<file path="config.mk">
export PLATFORM = sky130hd
export DESIGN_NAME = serial_frame_transmitter_flat
export DESIGN_NICKNAME = d
export VERILOG_FILES = /design/src/rtl/serial_frame_transmitter_if.sv /design/src/rtl/serial_frame_transmitter.sv /design/src/flat_wrapper.sv
export SDC_FILE = /design/constraint.sdc
export NUM_CORES = 1
export LEC_CHECK = 0
export ABC_AREA = 1
export BUFFER_PORTS_ARGS = -buffer_cell sky130_fd_sc_hd__buf_2
export CAP_MARGIN = 20
export CORE_ASPECT_RATIO = 1.1
export CORE_MARGIN = 2
export CORE_UTILIZATION = 52
export CTS_BUF_LIST = sky130_fd_sc_hd__clkbuf_8
export CTS_CLUSTER_DIAMETER = 200
export CTS_CLUSTER_SIZE = 30
export DETAILED_ROUTE_END_ITERATION = 7
export PLACE_DENSITY_LB_ADDON = 0.2
export SYNTH_ARGS = -nofsm -noshare
export SYNTH_HDL_FRONTEND = slang
export SYNTH_SLANG_ARGS = --single-unit
</file>
<file path="constraint.sdc">
create_clock -name clk -period 1.5 [get_ports clk]
set_clock_uncertainty 0.15 [all_clocks]
set_input_delay 0.3 -clock clk [delete_from_list [all_inputs] [get_ports clk]]
set_output_delay 0.3 -clock clk [all_outputs]
set_load 0.01 [all_outputs]
</file>
<file path="src/rtl/serial_frame_transmitter_if.sv">
// Serial frame transmitter bus: strobe, frame request/payload in, serial line and status out.
interface serial_frame_transmitter_if #(
  parameter int unsigned PAYLOAD_W = 8
);
  logic                 clk_en;
  logic                 start;
  logic [PAYLOAD_W-1:0] data_in;
  logic                 SerOut;
  logic                 ready;
  logic                 busy;
  logic                 done;

  // Frame source side: issues strobes/requests, observes the line
  modport master (
    output clk_en,
    output start,
    output data_in,
    input  SerOut,
    input  ready,
    input  busy,
    input  done
  );

  // Transmitter side
  modport slave (
    input  clk_en,
    input  start,
    input  data_in,
    output SerOut,
    output ready,
    output busy,
    output done
  );
endinterface

</file>
<file path="src/rtl/serial_frame_transmitter.sv">
// Serial frame transmitter: preamble 1101 followed by a PAYLOAD_W-bit payload sent MSB
// first, one bit per clk_en strobe. Line idles at 0.
// Optional feature macro FRAME_PARITY_EN: appends an even-parity bit after the payload.
module serial_frame_transmitter #(
  parameter int unsigned PAYLOAD_W = 8
) (
  input  logic                     clk,
  input  logic                     rst,
  serial_frame_transmitter_if.slave bus
);

  localparam int unsigned CNT_W = $clog2(PAYLOAD_W + 1);
  localparam logic [CNT_W-1:0] PRE_LAST = CNT_W'(3);
  localparam logic [CNT_W-1:0] DATA_END = CNT_W'(PAYLOAD_W);
  // Preamble bits indexed by transmit order: 1,1,0,1
  localparam logic [3:0]       PREAMBLE = 4'b1011;

`ifdef FRAME_PARITY_EN
  typedef enum logic [2:0] {
    S_IDLE = 3'd0,
    S_PRE  = 3'd1,
    S_DATA = 3'd2,
    S_PAR  = 3'd3,
    S_DONE = 3'd4
  } state_t;
`else
  typedef enum logic [2:0] {
    S_IDLE = 3'd0,
    S_PRE  = 3'd1,
    S_DATA = 3'd2,
    S_DONE = 3'd4
  } state_t;
`endif

  state_t               r_state;
  logic [CNT_W-1:0]     r_bit_cnt;
  logic [PAYLOAD_W-1:0] r_shift;
  logic                 r_ser_out;
  logic                 r_ready;
  logic                 r_busy;
  logic                 r_done;
`ifdef FRAME_PARITY_EN
  logic                 r_parity;
`endif

  logic [CNT_W-1:0]     w_cnt_inc;
  logic [1:0]           w_pre_idx;

  // Next bit position; preamble index only needs the low two bits
  assign w_cnt_inc = r_bit_cnt + CNT_W'(1);
  assign w_pre_idx = 2'(w_cnt_inc);

  // Frame sequencer; every output is computed one edge ahead so the line is registered
  always_ff @(posedge clk or negedge rst) begin
    if (!rst) begin
      r_state   <= S_IDLE;
      r_bit_cnt <= '0;
      r_shift   <= '0;
      r_ser_out <= 1'b0;
      r_ready   <= 1'b1;
      r_busy    <= 1'b0;
      r_done    <= 1'b0;
`ifdef FRAME_PARITY_EN
      r_parity  <= 1'b0;
`endif
    end else begin
      r_done <= 1'b0;
      case (r_state)
        S_IDLE: begin
          // Strobe in the accepting cycle is deliberately ignored
          if (bus.start) begin
            r_state   <= S_PRE;
            r_shift   <= bus.data_in;
            r_bit_cnt <= '0;
            r_ser_out <= PREAMBLE[0];
            r_ready   <= 1'b0;
            r_busy    <= 1'b1;
`ifdef FRAME_PARITY_EN
            r_parity  <= ^bus.data_in;
`endif
          end
        end

        S_PRE: begin
          if (bus.clk_en) begin
            if (r_bit_cnt == PRE_LAST) begin
              r_state   <= S_DATA;
              r_bit_cnt <= '0;
              r_ser_out <= r_shift[PAYLOAD_W-1];
            end else begin
              r_bit_cnt <= w_cnt_inc;
              r_ser_out <= PREAMBLE[w_pre_idx];
            end
          end
        end

        S_DATA: begin
          if (bus.clk_en) begin
            r_shift   <= r_shift << 1;
            r_bit_cnt <= w_cnt_inc;
            if (w_cnt_inc == DATA_END) begin
`ifdef FRAME_PARITY_EN
              r_state   <= S_PAR;
              r_ser_out <= r_parity;
`else
              r_state   <= S_DONE;
              r_ser_out <= 1'b0;
              r_busy    <= 1'b0;
              r_done    <= 1'b1;
`endif
            end else begin
              // Next MSB after this shift
              r_ser_out <= r_shift[PAYLOAD_W-2];
            end
          end
        end

`ifdef FRAME_PARITY_EN
        S_PAR: begin
          if (bus.clk_en) begin
            r_state   <= S_DONE;
            r_ser_out <= 1'b0;
            r_busy    <= 1'b0;
            r_done    <= 1'b1;
          end
        end
`endif

        S_DONE: begin
          // Single cycle regardless of strobe; start here is not queued
          r_state   <= S_IDLE;
          r_bit_cnt <= '0;
          r_ready   <= 1'b1;
        end

        default: begin
          r_state   <= S_IDLE;
          r_bit_cnt <= '0;
          r_ser_out <= 1'b0;
          r_ready   <= 1'b1;
          r_busy    <= 1'b0;
        end
      endcase
    end
  end

  assign bus.SerOut = r_ser_out;
  assign bus.ready  = r_ready;
  assign bus.busy   = r_busy;
  assign bus.done   = r_done;

endmodule

</file>
<file path="src/flat_wrapper.sv">
// flat-port wrapper written by rule: the top's interface ports become plain ports
module serial_frame_transmitter_flat 
#(
  parameter int unsigned PAYLOAD_W = 8
)
  (clk, rst, bus_clk_en, bus_start, bus_data_in, bus_SerOut, bus_ready, bus_busy, bus_done);
  serial_frame_transmitter_if #(.PAYLOAD_W(PAYLOAD_W)) bus_i ();
  input  logic clk;
  input  logic rst;
  input wire logic [$bits(bus_i.clk_en)-1:0] bus_clk_en;
  input wire logic [$bits(bus_i.start)-1:0] bus_start;
  input wire logic [$bits(bus_i.data_in)-1:0] bus_data_in;
  output wire logic [$bits(bus_i.SerOut)-1:0] bus_SerOut;
  output wire logic [$bits(bus_i.ready)-1:0] bus_ready;
  output wire logic [$bits(bus_i.busy)-1:0] bus_busy;
  output wire logic [$bits(bus_i.done)-1:0] bus_done;
  assign bus_i.clk_en = bus_clk_en;
  assign bus_i.start = bus_start;
  assign bus_i.data_in = bus_data_in;
  assign bus_SerOut = bus_i.SerOut;
  assign bus_ready = bus_i.ready;
  assign bus_busy = bus_i.busy;
  assign bus_done = bus_i.done;
  serial_frame_transmitter #(.PAYLOAD_W(PAYLOAD_W)) u_core (.clk(clk), .rst(rst), .bus(bus_i));
endmodule
</file>
==> results.sh, run 1 <==
export IMPL_run_status="complete, no violations"
export IMPL_floorplan_die_width_um=47.9
export IMPL_route_final_wire_length_mm=2.29
export IMPL_netlist_area_um2=1100
export IMPL_p_int_w=0.00153
export IMPL_number_of_antenna_violations_at_the_first_check_in_global_routing=0
export IMPL_grt_pass1_vias=941
export IMPL_ys_ff_latch=19
export IMPL_start_util=0.551
export IMPL_finalWeightedCongestion=0.965
export IMPL_slew_violations=0
export IMPL_num_nets_final=185
export IMPL_drt_drc_violations_left=0
export IMPL_irDropWorstVdd_mv=1.51
export IMPL_tritoncts_num_sinks=19
export IMPL_grt_pass1_wl_mm=3.77
export IMPL_worst_slew_pin_transition_ns=0.412
export IMPL_stdcell_count=198
export IMPL_count_of_flip_flops_with_a_built_in_enable_after_synthesis=0
export IMPL_clock_tree_from_tritoncts="done"
export IMPL_drt_first_pass_iters=4
export IMPL_net_switching_power_w=0.00127
export IMPL_worst_hold_path_type="in2reg"
export IMPL_detailedRoute_firstIterationViolations=22
export IMPL_postRouteAntennaNets=0
export IMPL_dp_cells=189
export IMPL_num_vias=996
export IMPL_synth_async_reset_ratio=1.00
export IMPL_die_height_um=52.3
export IMPL_fillers=164
export IMPL_sequential_cell_area_um2=480
export IMPL_comb_power_share=0.568
export IMPL_worstSetupStartpointType="register"
export IMPL_floorplan_io_pins=16
export IMPL_synth_seq_area_share=0.433
export IMPL_clock_tree_htree_level_count=1
export IMPL_critical_path_arrival_ns=1.45
export IMPL_yosysWarnings=0
export IMPL_critPathMaxFanout=2
export IMPL_power_share_sequential=0.311
export IMPL_finalSetupTns_ns=0
export IMPL_worst_setup_path_type="reg2reg"
export IMPL_switching_share=0.454
export IMPL_yosys_cell_types_count=21
export IMPL_dieArea_um2=2500
export IMPL_grt_use_total=0.211
export IMPL_grt_ovfl_total=0
export IMPL_power_leakage_nw=0.742
export IMPL_unrepaired_setup_endpoints_after_global_routing="true"
export IMPL_power_density_nw_per_um2=2000
export IMPL_postSynthAreaPerCell_um2=7.86
export IMPL_grt_start_max_net_pins=20
export IMPL_maxCapViolations=0
export IMPL_num_rows=17
export IMPL_insertedDiodeCount=0
export IMPL_buffer_ports_inserted=15
export IMPL_clk_pin_slew_worst_paths_ns=0.07
export IMPL_clock_insertion_delay_worst_skew_ns=0.25
export IMPL_synth_fp_nets=154
export IMPL_drive_above_1_share=0.400
export IMPL_design_core_area_um2=2000
export IMPL_ys_flop_type="dfrtp_1"
export IMPL_tritoncts_num_buffers=3
export IMPL_period_share=0.975
export IMPL_detail_route_wl_per_cell_um=11.6
export IMPL_clkPwrFrac=0.121
export IMPL_dp_final_hpwl_mm=1.66
export IMPL_min_period_ns=1.46
export IMPL_clock_tree_root_cell="clkbuf_8"
export IMPL_max_freq_ghz=0.684
export IMPL_post_drt_via_cell_ratio=5.03
export IMPL_worst_path_required_ns=1.49
export IMPL_setup_viol=0
export IMPL_multi_input_area_um2=564
export IMPL_cp_end_kind="register"
export IMPL_syn_instance_count=140
export IMPL_cts_max_path_buffers=2
export IMPL_maxSlewHeadroom=0.725
export IMPL_area_growth_synth_to_final_pct=27.4
export IMPL_hold_viol=0
==> final timing paths <==
| path | cells past startpoint | to | slack, ns | startpoint |
|---|---|---|---|---|
| worst min-delay path | 3 | u_core.r_shift[0] | 0.17 | bus_data_in[0] |
| max in group asynchronous | 2 | u_core.bus.ready | 0.51 | rst |
| worst min register to register | 2 | u_core.bus.busy | 0.33 | u_core.bus.busy |
| worst max register to register | 8 | u_core.bus.SerOut | 0.04 | u_core.r_bit_cnt[0] |
| worst max-delay path | 8 | u_core.bus.SerOut | 0.04 | u_core.r_bit_cnt[0] |
| min in group asynchronous | 2 | u_core.bus.busy | 0.36 | rst |
==> through the flow <==
stage | cell area [um^2] | worst slack [ns] | hold slack [ns] | total power (W) | utilization
final | 1400 | 0.0373 | 0.166 | 0.00280 | 0.702
after global routing | 1400 | -0.0489 | 0.182 | 0.00307 | 0.702
after CTS | 1320 | 0.0142 | 0.160 | 0.00264 | 0.659
after detailed placement | 1250 | -0.0775 | 0.114 | 0.00225 | 0.623
after global placement | 1250 | 0.00564 | 0.110 | 0.00221 | 0.623
after floorplan | 1100 | 0.0580 | -0.146 | 0.00196 | -
==> per-layer routing <==
metal  vias up  part of all wire  global-route usage
met1       466              0.44               0.254
met5         -                 0                   0
li1        507                 -                   -
met2        21              0.53               0.351
met4         0            0.0044              0.0946
met3         2             0.025              0.0414
==> layout make-up <==
| cell class | instances | area share |
|---|---|---|
| sequential | 19 | 0.343 |
| clock inverter | 1 | 0.00268 |
| timing repair buffer | 28 | 0.128 |
| multi-input combinational | 96 | 0.402 |
| clock buffer | 3 | 0.0294 |
| inverter | 23 | 0.0705 |
| tap | 28 | 0.0250 |
==> placed cells by master (no fill, tap or decap), types with 2 or more instances in the layout <==
| cell type | netlist | layout |
|---|---|---|
| dfrtp_2 | 0 | 3 |
| clkbuf_8 | 0 | 3 |
| nor2_1 | 6 | 4 |
| nand3_1 | 11 | 7 |
| nand2_2 | 5 | 10 |
| dfrtp_1 | 18 | 15 |
| nand3_4 | 1 | 2 |
| o21ai_1 | 1 | 4 |
| nand2_1 | 42 | 37 |
| nand4_1 | 4 | 4 |
| buf_2 | 1 | 15 |
| o21ai_0 | 12 | 8 |
| o21ai_2 | 7 | 8 |
| buf_4 | 0 | 11 |
| inv_1 | 19 | 19 |
| nand3_2 | 2 | 5 |
| inv_2 | 2 | 2 |
| inv_4 | 2 | 2 |
==> worst max-delay path, stage by stage, from the launching register on <==
cell      delay (ns)
dfrtp_1         0.37
ha_2            0.19
nand2_1         0.05
nand3b_1        0.20
buf_4           0.17
nand2_2         0.05
nand3_2         0.06
nand2_1         0.06
nand2_1         0.04
==> registers in the layout, indices dropped and copies added, names as in the netlist <==
register and cells:
u_core.bus.done 1, u_core.bus.ready 1, u_core.bus.SerOut 1, u_core.r_bit_cnt 4
u_core.r_shift 8, u_core.r_state 3, u_core.bus.busy 1
==> cells in the mapped netlist (2+ instances only) <==
cell type / n / area share
o21ai_0: 12 / 0.055
nor2_1: 6 / 0.020
ha_1: 2 / 0.023
nand3_1: 11 / 0.050
nand2_1: 42 / 0.14
inv_1: 19 / 0.065
dfrtp_1: 18 / 0.41
inv_4: 2 / 0.011
inv_2: 2 / 0.0068
nand4_1: 4 / 0.023
nand3_2: 2 / 0.018
o21ai_2: 7 / 0.056
nand2_2: 5 / 0.028
==> logic make-up (layout without fill, tap and decap cells) <==
group           count (synthesis)  count (layout)  synth area share
compound gates                 20              20             0.115
buf+inv                        25              55             0.106
xor+xnor                        1               1           0.00796
flops                          19              19             0.433
simple gates                   73              73             0.316
fa+ha+maj                       2               2            0.0227
==> power by group through the flow <==
stage | clock network (W) | registers, W | logic (W)
after floorplan | 0 | 0.000863 | 0.00110
after global placement | 0 | 0.000847 | 0.00136
after detailed placement | 0 | 0.000858 | 0.00140
after CTS | 0.000352 | 0.000861 | 0.00143
after global routing | 0.000381 | 0.000893 | 0.00180
final | 0.000339 | 0.000872 | 0.00159
==> timing repair <==
action | in CTS | in global routing
setup buffers | 0 | 4
endpoints found under the setup margin | 11 | 16
hold endpoints to repair | 18 | 0
pin swaps | 0 | 8
hold buffers | 1 | 0
gates resized for setup | 4 | 23
(Power assumes the default switching activity.)
==> run 2, diff against run 1 <==
--- a/config.mk
+++ b/config.mk
@@ -9,7 +9,7 @@
 export BUFFER_PORTS_ARGS = -buffer_cell sky130_fd_sc_hd__buf_2
 export CAP_MARGIN = 20
 export CORE_ASPECT_RATIO = 1.1
-export CORE_MARGIN = 2
+export CORE_MARGIN = 4
 export CORE_UTILIZATION = 52
 export CTS_BUF_LIST = sky130_fd_sc_hd__clkbuf_8
 export CTS_CLUSTER_DIAMETER = 200
==> run 2 against run 1 <==
Hold slack got worse by 0.0067 ns. Routed wire length decreased by 4.1%. Sequential cell count unchanged. Critical path depth shrank 1. Fmax up 1.2%. Total power decreased by 2.4%. Sequential share of layout area is 0.82 points higher. Cell count shrank 1.5%. Largest cell class unchanged.
==> results.sh, run 2 (same netlist as run 1, synthesis figures left out) <==
export IMPL_finalHoldWorstSlack_ns=0.159
export IMPL_worst_path_required_ns=1.54
export IMPL_insertedDiodeCount=0
export IMPL_num_rows=17
export IMPL_run_status="complete, no violations"
export IMPL_clock_tree_from_tritoncts="done"
export IMPL_start_util=0.545
export IMPL_area_growth_synth_to_final_pct=24.1
export IMPL_buffer_ports_inserted=15
export IMPL_floorplan_io_pins=16
export IMPL_postRouteAntennaNets=0
export IMPL_clock_tree_htree_level_count=1
export IMPL_min_period_ns=1.45
export IMPL_irDropWorstVdd_mv=1.30
export IMPL_grt_pass1_vias=930
export IMPL_clock_insertion_delay_worst_skew_ns=0.26
export IMPL_dieArea_um2=2920
export IMPL_route_final_wire_length_mm=2.20
export IMPL_clock_tree_root_cell="clkbuf_8"
export IMPL_num_nets_final=182
export IMPL_die_height_um=56.3
export IMPL_power_leakage_nw=0.722
export IMPL_worst_hold_path_type="in2reg"
export IMPL_largest_register_ff_count=8
export IMPL_setup_viol=0
export IMPL_worst_setup_path_type="reg2reg"
export IMPL_period_share=0.964
export IMPL_grt_ovfl_total=0
export IMPL_grt_use_total=0.174
export IMPL_crit_slowest_cell="dfrtp_2"
export IMPL_tritoncts_num_buffers=3
export IMPL_cp_slowest_stage_delay_ns=0.46
export IMPL_cp_cell_sequence="nor2_4 -> nand3_4 -> nand3_1 -> nand2_1 -> nand3_1 -> nand2_1 -> nand2_1"
export IMPL_finalWeightedCongestion=0.878
export IMPL_maxCapViolations=0
export IMPL_tritoncts_num_sinks=19
export IMPL_stdcell_count=195
export IMPL_detailedRoute_firstIterationViolations=18
export IMPL_worst_slew_pin_transition_ns=0.422
export IMPL_drt_first_pass_iters=4
export IMPL_detail_route_wl_per_cell_um=11.3
export IMPL_hold_viol=0
export IMPL_worstSetupStartpointType="register"
export IMPL_clk_pin_slew_worst_paths_ns=0.07
export IMPL_finalSetupTns_ns=0
export IMPL_grt_pass1_wl_mm=3.80
export IMPL_floorplan_die_width_um=51.9
export IMPL_number_of_antenna_violations_at_the_first_check_in_global_routing=0
export IMPL_dp_final_hpwl_mm=1.66
export IMPL_design_core_area_um2=2020
export IMPL_commonest_cells_after_routing_fill_and_taps_aside="nand2_1, inv_1, dfrtp_1"
export IMPL_cts_max_path_buffers=2
export IMPL_most_common_cell_after_layout_fill_and_taps_aside="nand2_1"
export IMPL_critical_path_arrival_ns=1.49
export IMPL_slew_violations=0
export IMPL_drt_drc_violations_left=0
export IMPL_critical_path_top_cell_by_count="nand2_1"
export IMPL_grt_start_max_net_pins=20
export IMPL_drive_above_1_share=0.371
export IMPL_num_vias=964
export IMPL_power_density_nw_per_um2=2000
export IMPL_dp_cells=189
export IMPL_unrepaired_setup_endpoints_after_global_routing="true"
export IMPL_biggestRegsByFlops="u_core.r_shift: 8 flops, u_core.r_bit_cnt: 4 flops, u_core.r_state: 3 flops"
export IMPL_power_total_w=0.00274
export IMPL_critPathMaxFanout=5
export IMPL_cp_end_kind="register"
export IMPL_max_freq_ghz=0.692
export IMPL_largest_register="u_core.r_shift"
export IMPL_maxSlewHeadroom=0.719
export IMPL_post_drt_via_cell_ratio=4.94
[run 2: layout make-up]
cell class,count,area (um^2)
well taps,28,35.0
clock inverters,1,5.00
inverters,23,101
repair buffers,25,153
flip-flops and latches,19,479
fillers,163,654
clock buffers,3,41.3
multi-input cells,96,552
[run 2: per-stage QoR]
stage / setup WS (ns) / area, um^2 / utilization
final: 0.0541 / 1370 / 0.676
after global routing: -0.0612 / 1370 / 0.676
after floorplan: 0.0580 / 1100 / -
after CTS: 0.00861 / 1320 / 0.653
after detailed placement: -0.0942 / 1250 / 0.617
after global placement: 0.0145 / 1250 / 0.617
[run 2: timing repair]
action                                 CTS  global route
pin swaps                                0             2
setup buffers                            0             1
gates resized for setup                  4            18
setup endpoints to repair                7            15
endpoints found under the hold margin   18             0
gates cloned                             0             0
hold buffers                             1             0
[run 2: final timing paths]
| path | startpoint | depth (start not counted) | to | slack (ns) |
|---|---|---|---|---|
| hold reg to reg | u_core.bus.busy | 2 | u_core.bus.busy | 0.33 |
| min in group asynchronous | rst | 2 | u_core.bus.busy | 0.36 |
| hold / removal | bus_data_in[0] | 3 | u_core.r_shift[0] | 0.16 |
| max in group asynchronous | rst | 2 | u_core.bus.ready | 0.51 |
| setup / recovery | u_core.r_state[0] | 7 | u_core.r_state[1] | 0.05 |
| setup reg to reg | u_core.r_state[0] | 7 | u_core.r_state[1] | 0.05 |
[run 2: routing by layer]
layer	GRT usage	share of wire	vias up
met4	0.0899	0.018	0
li1	-	-	498
met2	0.296	0.50	18
met1	0.201	0.45	444
met3	0.0318	0.029	4
met5	0	0	-
[run 2: power by group]
part           internal, W  switching (W)
clock             0.000185       0.000170
sequential        0.000739       0.000127
combinational     0.000565       0.000950
total              0.00149        0.00125
[run 2: critical path: cells and delay by family, from the launching register on]
family           cells  cell delay (ns)
flip-flops           1             0.46
AND/OR/NAND/NOR      7             0.77
